**src/rtl/mmcm_drp_ctrl.sv**
```systemverilog
`timescale 1ns / 1ps
// MMCME2 runtime reconfiguration sequencer: masked DRP read-modify-writes
// performed while the MMCM is held in reset, followed by a lock wait.
module mmcm_drp_ctrl #(
    parameter int unsigned RST_HOLD     = 4,
    parameter int unsigned DRDY_TIMEOUT = 64,
    parameter int unsigned LOCK_TIMEOUT = 65536
) (
    input  logic        clkin,
    input  logic        rst,
    input  logic        cfg_valid,
    output logic        cfg_ready,
    input  logic [6:0]  cfg_addr,
    input  logic [15:0] cfg_data,
    input  logic [15:0] cfg_mask,
    input  logic        cfg_last,
    output logic        drp_den,
    output logic        drp_dwe,
    output logic [6:0]  drp_daddr,
    output logic [15:0] drp_di,
    input  logic [15:0] drp_do,
    input  logic        drp_drdy,
    output logic        mmcm_rst,
    input  logic        mmcm_locked,
    output logic        busy,
    output logic        done,
    output logic        err,
    output logic        clk_ok
);

    typedef enum logic [2:0] {
        StIdle, StHold, StWaitWord, StRd, StRdWait, StWr, StWrWait, StWaitLock
    } state_e;

    state_e      state_q, state_d;
    logic [31:0] cnt_q, cnt_d;
    logic        lock_meta_q, lock_s_q;
    logic [15:0] data_q, mask_q, merged_q;
    logic        last_q;
    logic        mmcm_rst_q, mmcm_rst_d;
    logic        done_q, done_d;
    logic        err_q, err_d;
    logic        clk_ok_q;
    logic        den_q, den_d;
    logic        dwe_q, dwe_d;
    logic [6:0]  daddr_q, daddr_d;
    logic [15:0] di_q, di_d;
    logic        cnt_zero;
    logic        handshake;

    assign cnt_zero  = (cnt_q == 32'd0);
    assign handshake = (state_q == StWaitWord) && cfg_valid;

    // State, datapath latches and registered outputs
    always_ff @(posedge clkin or posedge rst) begin
        if (rst) begin
            state_q     <= StIdle;
            cnt_q       <= 32'd0;
            lock_meta_q <= 1'b0;
            lock_s_q    <= 1'b0;
            data_q      <= 16'd0;
            mask_q      <= 16'd0;
            merged_q    <= 16'd0;
            last_q      <= 1'b0;
            mmcm_rst_q  <= 1'b0;
            done_q      <= 1'b0;
            err_q       <= 1'b0;
            clk_ok_q    <= 1'b0;
            den_q       <= 1'b0;
            dwe_q       <= 1'b0;
            daddr_q     <= 7'd0;
            di_q        <= 16'd0;
        end else begin
            state_q     <= state_d;
            cnt_q       <= cnt_d;
            lock_meta_q <= mmcm_locked;
            lock_s_q    <= lock_meta_q;
            mmcm_rst_q  <= mmcm_rst_d;
            done_q      <= done_d;
            err_q       <= err_d;
            clk_ok_q    <= lock_s_q && (state_q == StIdle) && !mmcm_rst_q;
            den_q       <= den_d;
            dwe_q       <= dwe_d;
            daddr_q     <= daddr_d;
            di_q        <= di_d;
            if (handshake) begin
                data_q <= cfg_data;
                mask_q <= cfg_mask;
                last_q <= cfg_last;
            end
            if ((state_q == StRdWait) && drp_drdy) begin
                merged_q <= (drp_do & mask_q) | (data_q & ~mask_q);
            end
        end
    end

    always_comb begin
        state_d = state_q;
        cnt_d   = cnt_q;
        unique case (state_q)
            StIdle: begin
                if (cfg_valid) begin
                    state_d = StHold;
                    cnt_d   = RST_HOLD - 1;
                end
            end
            StHold: begin
                if (cnt_zero) state_d = StWaitWord;
                else          cnt_d   = cnt_q - 32'd1;
            end
            StWaitWord: begin
                if (cfg_valid) state_d = StRd;
            end
            StRd: begin
                // Read den is already on the pins this cycle, so one tick is used up
                state_d = StRdWait;
                cnt_d   = DRDY_TIMEOUT - 1;
            end
            StRdWait: begin
                if (drp_drdy)      state_d = StWr;
                else if (cnt_zero) state_d = StIdle;
                else               cnt_d   = cnt_q - 32'd1;
            end
            StWr: begin
                // Write den appears on entry to StWrWait, hence the full count
                state_d = StWrWait;
                cnt_d   = DRDY_TIMEOUT;
            end
            StWrWait: begin
                if (drp_drdy) begin
                    if (last_q) begin
                        state_d = StWaitLock;
                        cnt_d   = LOCK_TIMEOUT - 1;
                    end else begin
                        state_d = StWaitWord;
                    end
                end else if (cnt_zero) begin
                    state_d = StIdle;
                end else begin
                    cnt_d = cnt_q - 32'd1;
                end
            end
            StWaitLock: begin
                if (lock_s_q)      state_d = StIdle;
                else if (cnt_zero) state_d = StIdle;
                else               cnt_d   = cnt_q - 32'd1;
            end
            default: state_d = StIdle;
        endcase
    end

    always_comb begin
        mmcm_rst_d = mmcm_rst_q;
        done_d     = 1'b0;
        err_d      = 1'b0;
        den_d      = 1'b0;
        dwe_d      = 1'b0;
        daddr_d    = daddr_q;
        di_d       = di_q;
        unique case (state_q)
            StIdle: begin
                if (cfg_valid) mmcm_rst_d = 1'b1;
            end
            StWaitWord: begin
                if (cfg_valid) begin
                    den_d   = 1'b1;
                    daddr_d = cfg_addr;
                end
            end
            StRdWait: begin
                if (!drp_drdy && cnt_zero) err_d = 1'b1;
            end
            StWr: begin
                den_d = 1'b1;
                dwe_d = 1'b1;
                di_d  = merged_q;
            end
            StWrWait: begin
                if (drp_drdy && last_q)     mmcm_rst_d = 1'b0;
                else if (!drp_drdy && cnt_zero) err_d  = 1'b1;
            end
            StWaitLock: begin
                if (lock_s_q) begin
                    done_d = 1'b1;
                end else if (cnt_zero) begin
                    err_d      = 1'b1;
                    mmcm_rst_d = 1'b1;
                end
            end
            default: ;
        endcase
    end

    assign busy      = (state_q != StIdle);
    assign cfg_ready = (state_q == StWaitWord);
    assign drp_den   = den_q;
    assign drp_dwe   = dwe_q;
    assign drp_daddr = daddr_q;
    assign drp_di    = di_q;
    assign mmcm_rst  = mmcm_rst_q;
    assign done      = done_q;
    assign err       = err_q;
    assign clk_ok    = clk_ok_q;

endmodule

```
**config.mk**
```make
export PLATFORM = sky130hd
export DESIGN_NAME = mmcm_drp_ctrl
export DESIGN_NICKNAME = d
export VERILOG_FILES = /design/src/rtl/mmcm_drp_ctrl.sv
export SDC_FILE = /design/constraint.sdc
export NUM_CORES = 1
export LEC_CHECK = 0
export CELL_PAD_IN_SITES_DETAIL_PLACEMENT = 1
export CELL_PAD_IN_SITES_GLOBAL_PLACEMENT = 2
export CORE_MARGIN = 5
export CORE_UTILIZATION = 37
export DETAILED_ROUTE_END_ITERATION = 10
export PLACE_DENSITY_LB_ADDON = 0.08
export SLEW_MARGIN = 20
export SYNTH_ARGS = -nofsm -noshare
export SYNTH_HDL_FRONTEND = slang
export SYNTH_SLANG_ARGS = --single-unit
```
**constraint.sdc**
```tcl
create_clock -name clkin -period 7.07 [get_ports clkin]
set_input_delay 1.0605 -clock clkin [delete_from_list [all_inputs] [get_ports clkin]]
set_output_delay 1.0605 -clock clkin [all_outputs]
set_load 0.02 [all_outputs]
```
==> metrics.md, run 1 <==
| Metric | Value |
|---|---|
| Flops & latches, synth | `115` |
| Cell Area, Synth | `0.005453 mm^2` |
| Fin cells | `775` |
| First-pass GRT wire length | `24.50 mm` |
| Syn_nets | `556` |
| Max FO, Critical Path | `17` |
| # IOs | `92` |
| Starting Density | `37.66%` |
| Cts repair resizes | `0` |
| Die Area | `0.01726 mm^2` |
| WHS Path Cells | `0` |
| DP Wirelength | `9.964 mm` |
| Via count | `4,208` |
| Initial antenna violation count | `0` |
| Sequential area share after synthesis | `52.78%` |
| Post-synth EDFFs | `0` |
| Wire per inst | `18.76 um` |
| WL final | `14.54 mm` |
| Core box area | `0.01448 mm^2` |
| Setup crit start kind | `flop` |
| Fin nets | `640` |
| Clk buf depth | `2` |
| Routed Antenna Nets | `0` |
| Clk pwr share | `22.1%` |
| Fillers | `1,547` |
| TritonCTS clock tree | `done` |
| Critical path required time | `6.01 ns` |
| Ratio of cells with drive above 1 in the final layout | `17.77%` |
| GRT Util Overall | `17.41%` |
| Sequential cell area | `0.002878 mm^2` |
| Power Internal | `2.147 mW` |
| Rel. slew slack | `31.21%` |
| Rows | `44` |
| Largest net degree at the start of global routing | `60` |
| Die height | `131.4 um` |
| Period utilization | `46.03%` |
| R2R depth | `4` |
| RSZ-0062 raised after global routing | `false` |
| Post-CTS Hold Fix Bufs | `0` |
| Post-CTS setup buffer count | `0` |
| Die W | `131.4 um` |
| Gpl congestion | `0.8082` |
| CP Capture Type | `primary output` |
| Final setup violation count | `0` |
| # diodes | `0` |
| Synthesized area per cell | `11.04 um^2` |
| Vias in the first global route | `4,649` |
| Area grow syn2layout | `29.62%` |
| Synth Instances | `494` |
| H-tree depth | `4` |
| Clock-pin slew on the worst setup and hold paths | `0.05 ns` |
| Most common cell after layout, fill and taps aside | `dfrtp_1` |
| Buffers on Ports | `91` |
| Max Slew Vio Count | `0` |
| Critical Path AT | `2.19 ns` |
| Sw power | `1.518 mW` |
| Setup Crit Path Kind | `flop to primary output` |
| Final hold vios | `0` |
| Sequential group share of total power | `32.6%` |
| Power density cells | `518.5 mW/mm^2` |
| Via density | `5.430` |
| DR pass1 iterations | `4` |
| Footprint of the multi-input gates | `0.002425 mm^2` |
| Synth Flop Type | `dfrtp_1` |
| Status | `finished, final reports clean` |
| Leakage power | `2.938 nW` |
| Post-Place Cells | `743` |
| Asr flop ratio synth | `100.0%` |
| Remaining Overflow, GRT | `0` |
| CTS sink count | `115` |
| Unique masters post-synth | `62` |
| Sw frac | `41.42%` |
| 1st-iter DRT viols | `192` |
| Clock Skew | `0.009231 ns` |
| Comb power frac | `45.3%` |
| Class of the worst hold path | `flop to flop` |
| Synthesis Warnings | `0` |
| Worst skew pair latency | `0.41 ns` |
| Peak supply drop | `0.2004 mV` |
| Inserted Clock Buffers | `17` |
| Max Cap Viol | `0` |
| Worst Tran Pin Value | `1.029 ns` |
| Final min period | `3.255 ns` |
| Most frequent cells in the layout | `dfrtp_1, clkdlybuf4s50_1, mux2_2, nor2_1, a21oi_1` |
| Final setup TNS | `0 ns` |
| Max frequency | `307.3 MHz` |
| Residual DRC | `0` |
| CTS root buf | `clkbuf_16` |
## cells in the mapped netlist (3+ instances only)
cell,number,area [um^2]
o21ai_0,15,75.07
o22a_1,3,26.28
or3_1,8,50.05
or2_2,4,25.02
o31a_1,3,26.28
or4_1,7,52.55
dfrtp_1,115,2878
a21o_1,3,22.52
o311ai_0,8,70.07
buf_2,6,30.03
nand2_1,28,105.1
nand2b_1,4,25.02
nand3_1,12,60.06
inv_1,13,48.80
o21ai_1,5,25.02
clkbuf_1,14,52.55
o221ai_1,3,26.28
a41oi_1,4,35.03
mux2_2,56,630.6
nand4_1,7,43.79
and3_1,4,25.02
buf_1,6,22.52
nor2b_1,5,31.28
nor3_1,14,70.07
nor4_1,3,18.77
nor2_1,35,131.4
a31oi_1,12,75.07
a21oi_1,34,170.2
o311ai_1,3,26.28
o211ai_1,6,45.04
mux2i_1,17,170.2
## metrics by stage
step / power, mW / util [%] / worst slack [ns] / hold slack, ns / instance area [um^2]
3_5_place_dp: 2.862 / 44.85 / 3.546 / 0.3479 / 6494
5_1_grt: 3.938 / 48.82 / 3.661 / 0.3642 / 7068
2_1_floorplan: 2.318 / - / 2.965 / 0.3312 / 5453
3_3_place_gp: 2.808 / 44.84 / 3.650 / 0.3375 / 6492
4_1_cts: 3.699 / 48.76 / 3.778 / 0.3652 / 7059
6_report: 3.665 / 48.82 / 3.815 / 0.3580 / 7068
## kinds of logic after synthesis
| kind of cell | count (synthesis) | share of synthesized area [%] |
|---|---|---|
| compound gates | 119 | 14.89 |
| mux | 73 | 14.69 |
| xor+xnor | 2 | 0.3213 |
| fa+ha+maj | 1 | 0.2294 |
| flops | 115 | 52.78 |
| buf+inv | 40 | 2.960 |
| simple gates | 144 | 14.13 |
## flip-flops by register name (all words and copies together), names as in the netlist
signal and flops:
mmcm_rst 1, data_q 16, cnt_q 32, lock_s_q 1, mask_q 16, lock_meta_q 1
merged_q 16, state_q 3, drp_di 16, done 1, drp_daddr 7, clk_ok 1
drp_dwe 1, drp_den 1, err 1, last_q 1
## critical path, cell delays in order, from the launching register on
cell and delay, ns:
dfrtp_1 0.67, inv_1 0.19, nor3_1 0.26, clkdlybuf4s50_1 0.66
## power groups by stage
stage | logic [mW] | clock network, mW | registers [mW]
global placement | 1.62 | 0 | 1.18
CTS | 1.67 | 0.833 | 1.20
global route | 1.84 | 0.864 | 1.24
floorplan | 1.11 | 0 | 1.21
detailed placement | 1.66 | 0 | 1.20
finish | 1.66 | 0.812 | 1.19
## final timing paths
kind,slack (ns),start,end
min in group asynchronous,1.14,rst,cnt_q[31]
max in group asynchronous,4.69,rst,merged_q[13]
worst min-delay path,0.36,lock_meta_q,lock_s_q
worst max-delay path,3.82,state_q[1],cfg_ready
worst max register to register,3.99,state_q[2],cnt_q[27]
worst min register to register,0.36,lock_meta_q,lock_s_q
## layout make-up
type | instances | share of cell area (%)
Sequential cell | 115 | 40.72
Multi-Input combinational cell | 339 | 34.31
Timing Repair Buffer | 92 | 12.99
Clock buffer | 21 | 6.514
Tap cell | 184 | 3.257
Clock inverter | 11 | 1.487
Inverter | 13 | 0.7258
## metal layers
metal  track usage (%)  vias up  share of wire, %
met5                 0        -                 0
met2             27.54       72                47
met3             6.690       10               6.0
met4             5.029        0              0.91
li1                  -     2021                 -
met1             22.31     2105                46
Power figures use the tool's default switching activity.
==> run 2, diff against run 1 <==
--- a/config.mk
+++ b/config.mk
@@ -8,7 +8,7 @@
 export CELL_PAD_IN_SITES_DETAIL_PLACEMENT = 1
 export CELL_PAD_IN_SITES_GLOBAL_PLACEMENT = 2
 export CORE_MARGIN = 5
-export CORE_UTILIZATION = 37
+export CORE_UTILIZATION = 34
 export DETAILED_ROUTE_END_ITERATION = 10
 export PLACE_DENSITY_LB_ADDON = 0.08
 export SLEW_MARGIN = 20
==> constraint.sdc (replaced) <==
create_clock -name clkin -period 3.4 [get_ports clkin]
set_input_delay 0.51 -clock clkin [delete_from_list [all_inputs] [get_ports clkin]]
set_output_delay 0.51 -clock clkin [all_outputs]
set_load 0.02 [all_outputs]
==> metrics.md, run 2 (synthesis gave the netlist of run 1 again) <==
| Metric | Value |
|---|---|
| Inserted Clock Buffers | `17` |
| Initial antenna violation count | `0` |
| Critical Path AT | `2.18 ns` |
| Ratio of cells with drive above 1 in the final layout | `19.83%` |
| Footprint of the multi-input gates | `0.002415 mm^2` |
| RSZ-0062 raised after global routing | `false` |
| Worst path bufs/invs | `1` |
| Critical path required time | `2.89 ns` |
| GRT Util Overall | `17.07%` |
| DR pass1 iterations | `4` |
| DP Wirelength | `10.59 mm` |
| Largest reg by FF count | `cnt_q` |
| Routed Antenna Nets | `0` |
| Clock-pin slew on the worst setup and hold paths | `0.06 ns` |
| Max frequency | `372.2 MHz` |
| WL final | `15.02 mm` |
| Max FO, Critical Path | `23` |
| Peak supply drop | `0.4151 mV` |
| Most common cell after layout, fill and taps aside | `dfrtp_1` |
| Core box area | `0.01583 mm^2` |
| Gpl congestion | `0.8004` |
| Largest net degree at the start of global routing | `47` |
| Wire per inst | `18.30 um` |
| Setup Crit Path Kind | `flop to primary output` |
| Post-CTS Hold Fix Bufs | `0` |
| # diodes | `0` |
| Die Area | `0.01867 mm^2` |
| CP Depth | `3` |
| 1st-iter DRT viols | `236` |
| Buffers on Ports | `91` |
| # IOs | `92` |
| CTS root buf | `clkbuf_16` |
| Worst skew pair latency | `0.41 ns` |
| H-tree depth | `4` |
| Sequential cell area | `0.002878 mm^2` |
| Fin nets | `654` |
| Fin cells | `821` |
| Rel. slew slack | `38.81%` |
| First-pass GRT wire length | `24.94 mm` |
| Status | `finished, final reports clean` |
| TritonCTS clock tree | `done` |
| Worst Tran Pin Value | `0.9179 ns` |
| Via count | `4,326` |
| Max Slew Vio Count | `0` |
| Remaining Overflow, GRT | `0` |
| Final core utilization | `45.73%` |
| Crit path cell chain | `nor2_1 -> nand2_1 -> clkdlybuf4s50_1` |
| Leakage power | `3.020 nW` |
| Clock Skew | `0.008651 ns` |
| CP max stage delay | `0.80 ns` |
| CTS sink count | `115` |
| Cts repair resizes | `0` |
| CP Capture Type | `primary output` |
| Worst path slowest cell | `dfrtp_1` |
| Power density cells | `1092 mW/mm^2` |
| Setup crit start kind | `flop` |
| Rows | `46` |
| Final hold vios | `0` |
| Post-Place Cells | `789` |
| Most frequent cells in the layout | `dfrtp_1, clkdlybuf4s50_1, mux2_2, nor2_1, a21oi_1` |
| Vias in the first global route | `4,718` |
| Final setup TNS | `0 ns` |
| WHS Path Cells | `0` |
| Via density | `5.269` |
| R2R depth | `8` |
| Die W | `136.6 um` |
| Area grow syn2layout | `32.74%` |
| Starting Density | `34.45%` |
| Fillers | `1,694` |
| Max reg flops | `32` |
| Period utilization | `79.02%` |
| Final setup violation count | `0` |
| Final min period | `2.687 ns` |
| Post-CTS setup buffer count | `0` |
| Residual DRC | `0` |
| Design Area, Final | `0.007238 mm^2` |
| Clk buf depth | `2` |
| Area post-placement | `0.006639 mm^2` |
| Die height | `136.6 um` |
| Class of the worst hold path | `flop to flop` |
| Max Cap Viol | `0` |
| Worst path top cell family by delay | `flip-flops` |
[run 2: cell types whose count changed in the layout (fill, tap and decap cells not counted), sizes merged]
cell,before,now
inv,14,18
clkinv,5,4
clkbuf,21,17
buf,1,15
bufinv,1,2
[run 2: through the flow]
step	power, mW	hold slack [ns]	worst slack [ns]
3_3_place_gp	6.016	0.3357	0.8614
3_5_place_dp	6.106	0.3379	0.7913
4_1_cts	7.998	0.3521	0.7137
6_report	7.903	0.3486	0.7134
5_1_grt	8.480	0.3547	0.5651
2_1_floorplan	4.821	0.3312	1.229
[run 2: area by class of cell]
class / instances / area share [%]
Tap cell: 216 / 3.734
Timing Repair Buffer: 106 / 14.14
Sequential cell: 115 / 39.76
Clock inverter: 15 / 2.403
Clock buffer: 17 / 5.877
Inverter: 13 / 0.7260
Multi-Input combinational cell: 339 / 33.36
[run 2: path summary, 6_finish.rpt]
check / start / end / slack, ns
worst max-delay path: state_q[2] / busy / 0.71
worst min-delay path: lock_meta_q / lock_s_q / 0.35
worst max register to register: cnt_q[0] / cnt_q[29] / 0.83
worst min register to register: lock_meta_q / lock_s_q / 0.35
max in group asynchronous: rst / cnt_q[24] / 1.98
min in group asynchronous: rst / drp_daddr[3] / 0.46
[run 2: report_power, final]
group	leakage, nW	switching, mW	total (mW)	internal (mW)
logic	1.31	2.04	3.60	1.55
clock network	0.286	0.724	1.83	1.10
registers	1.42	0.501	2.48	1.98
[run 2: worst reg2reg max path, delay by kind of cell (launching register included)]
family / cells / cell delay (ns)
compound gates: 3 / 0.92
fa+ha+maj: 1 / 0.18
flops: 1 / 0.41
simple gates: 2 / 0.63
buf+inv: 2 / 0.38
[run 2: metal layers]
| metal | GRT usage, % | up-vias | share of wire, % |
|---|---|---|---|
| met5 | 0 | - | 0 |
| met4 | 4.031 | 0 | 0.77 |
| met3 | 6.066 | 12 | 6.9 |
| met2 | 27.88 | 80 | 49 |
| met1 | 21.72 | 2194 | 44 |
| li1 | - | 2040 | - |
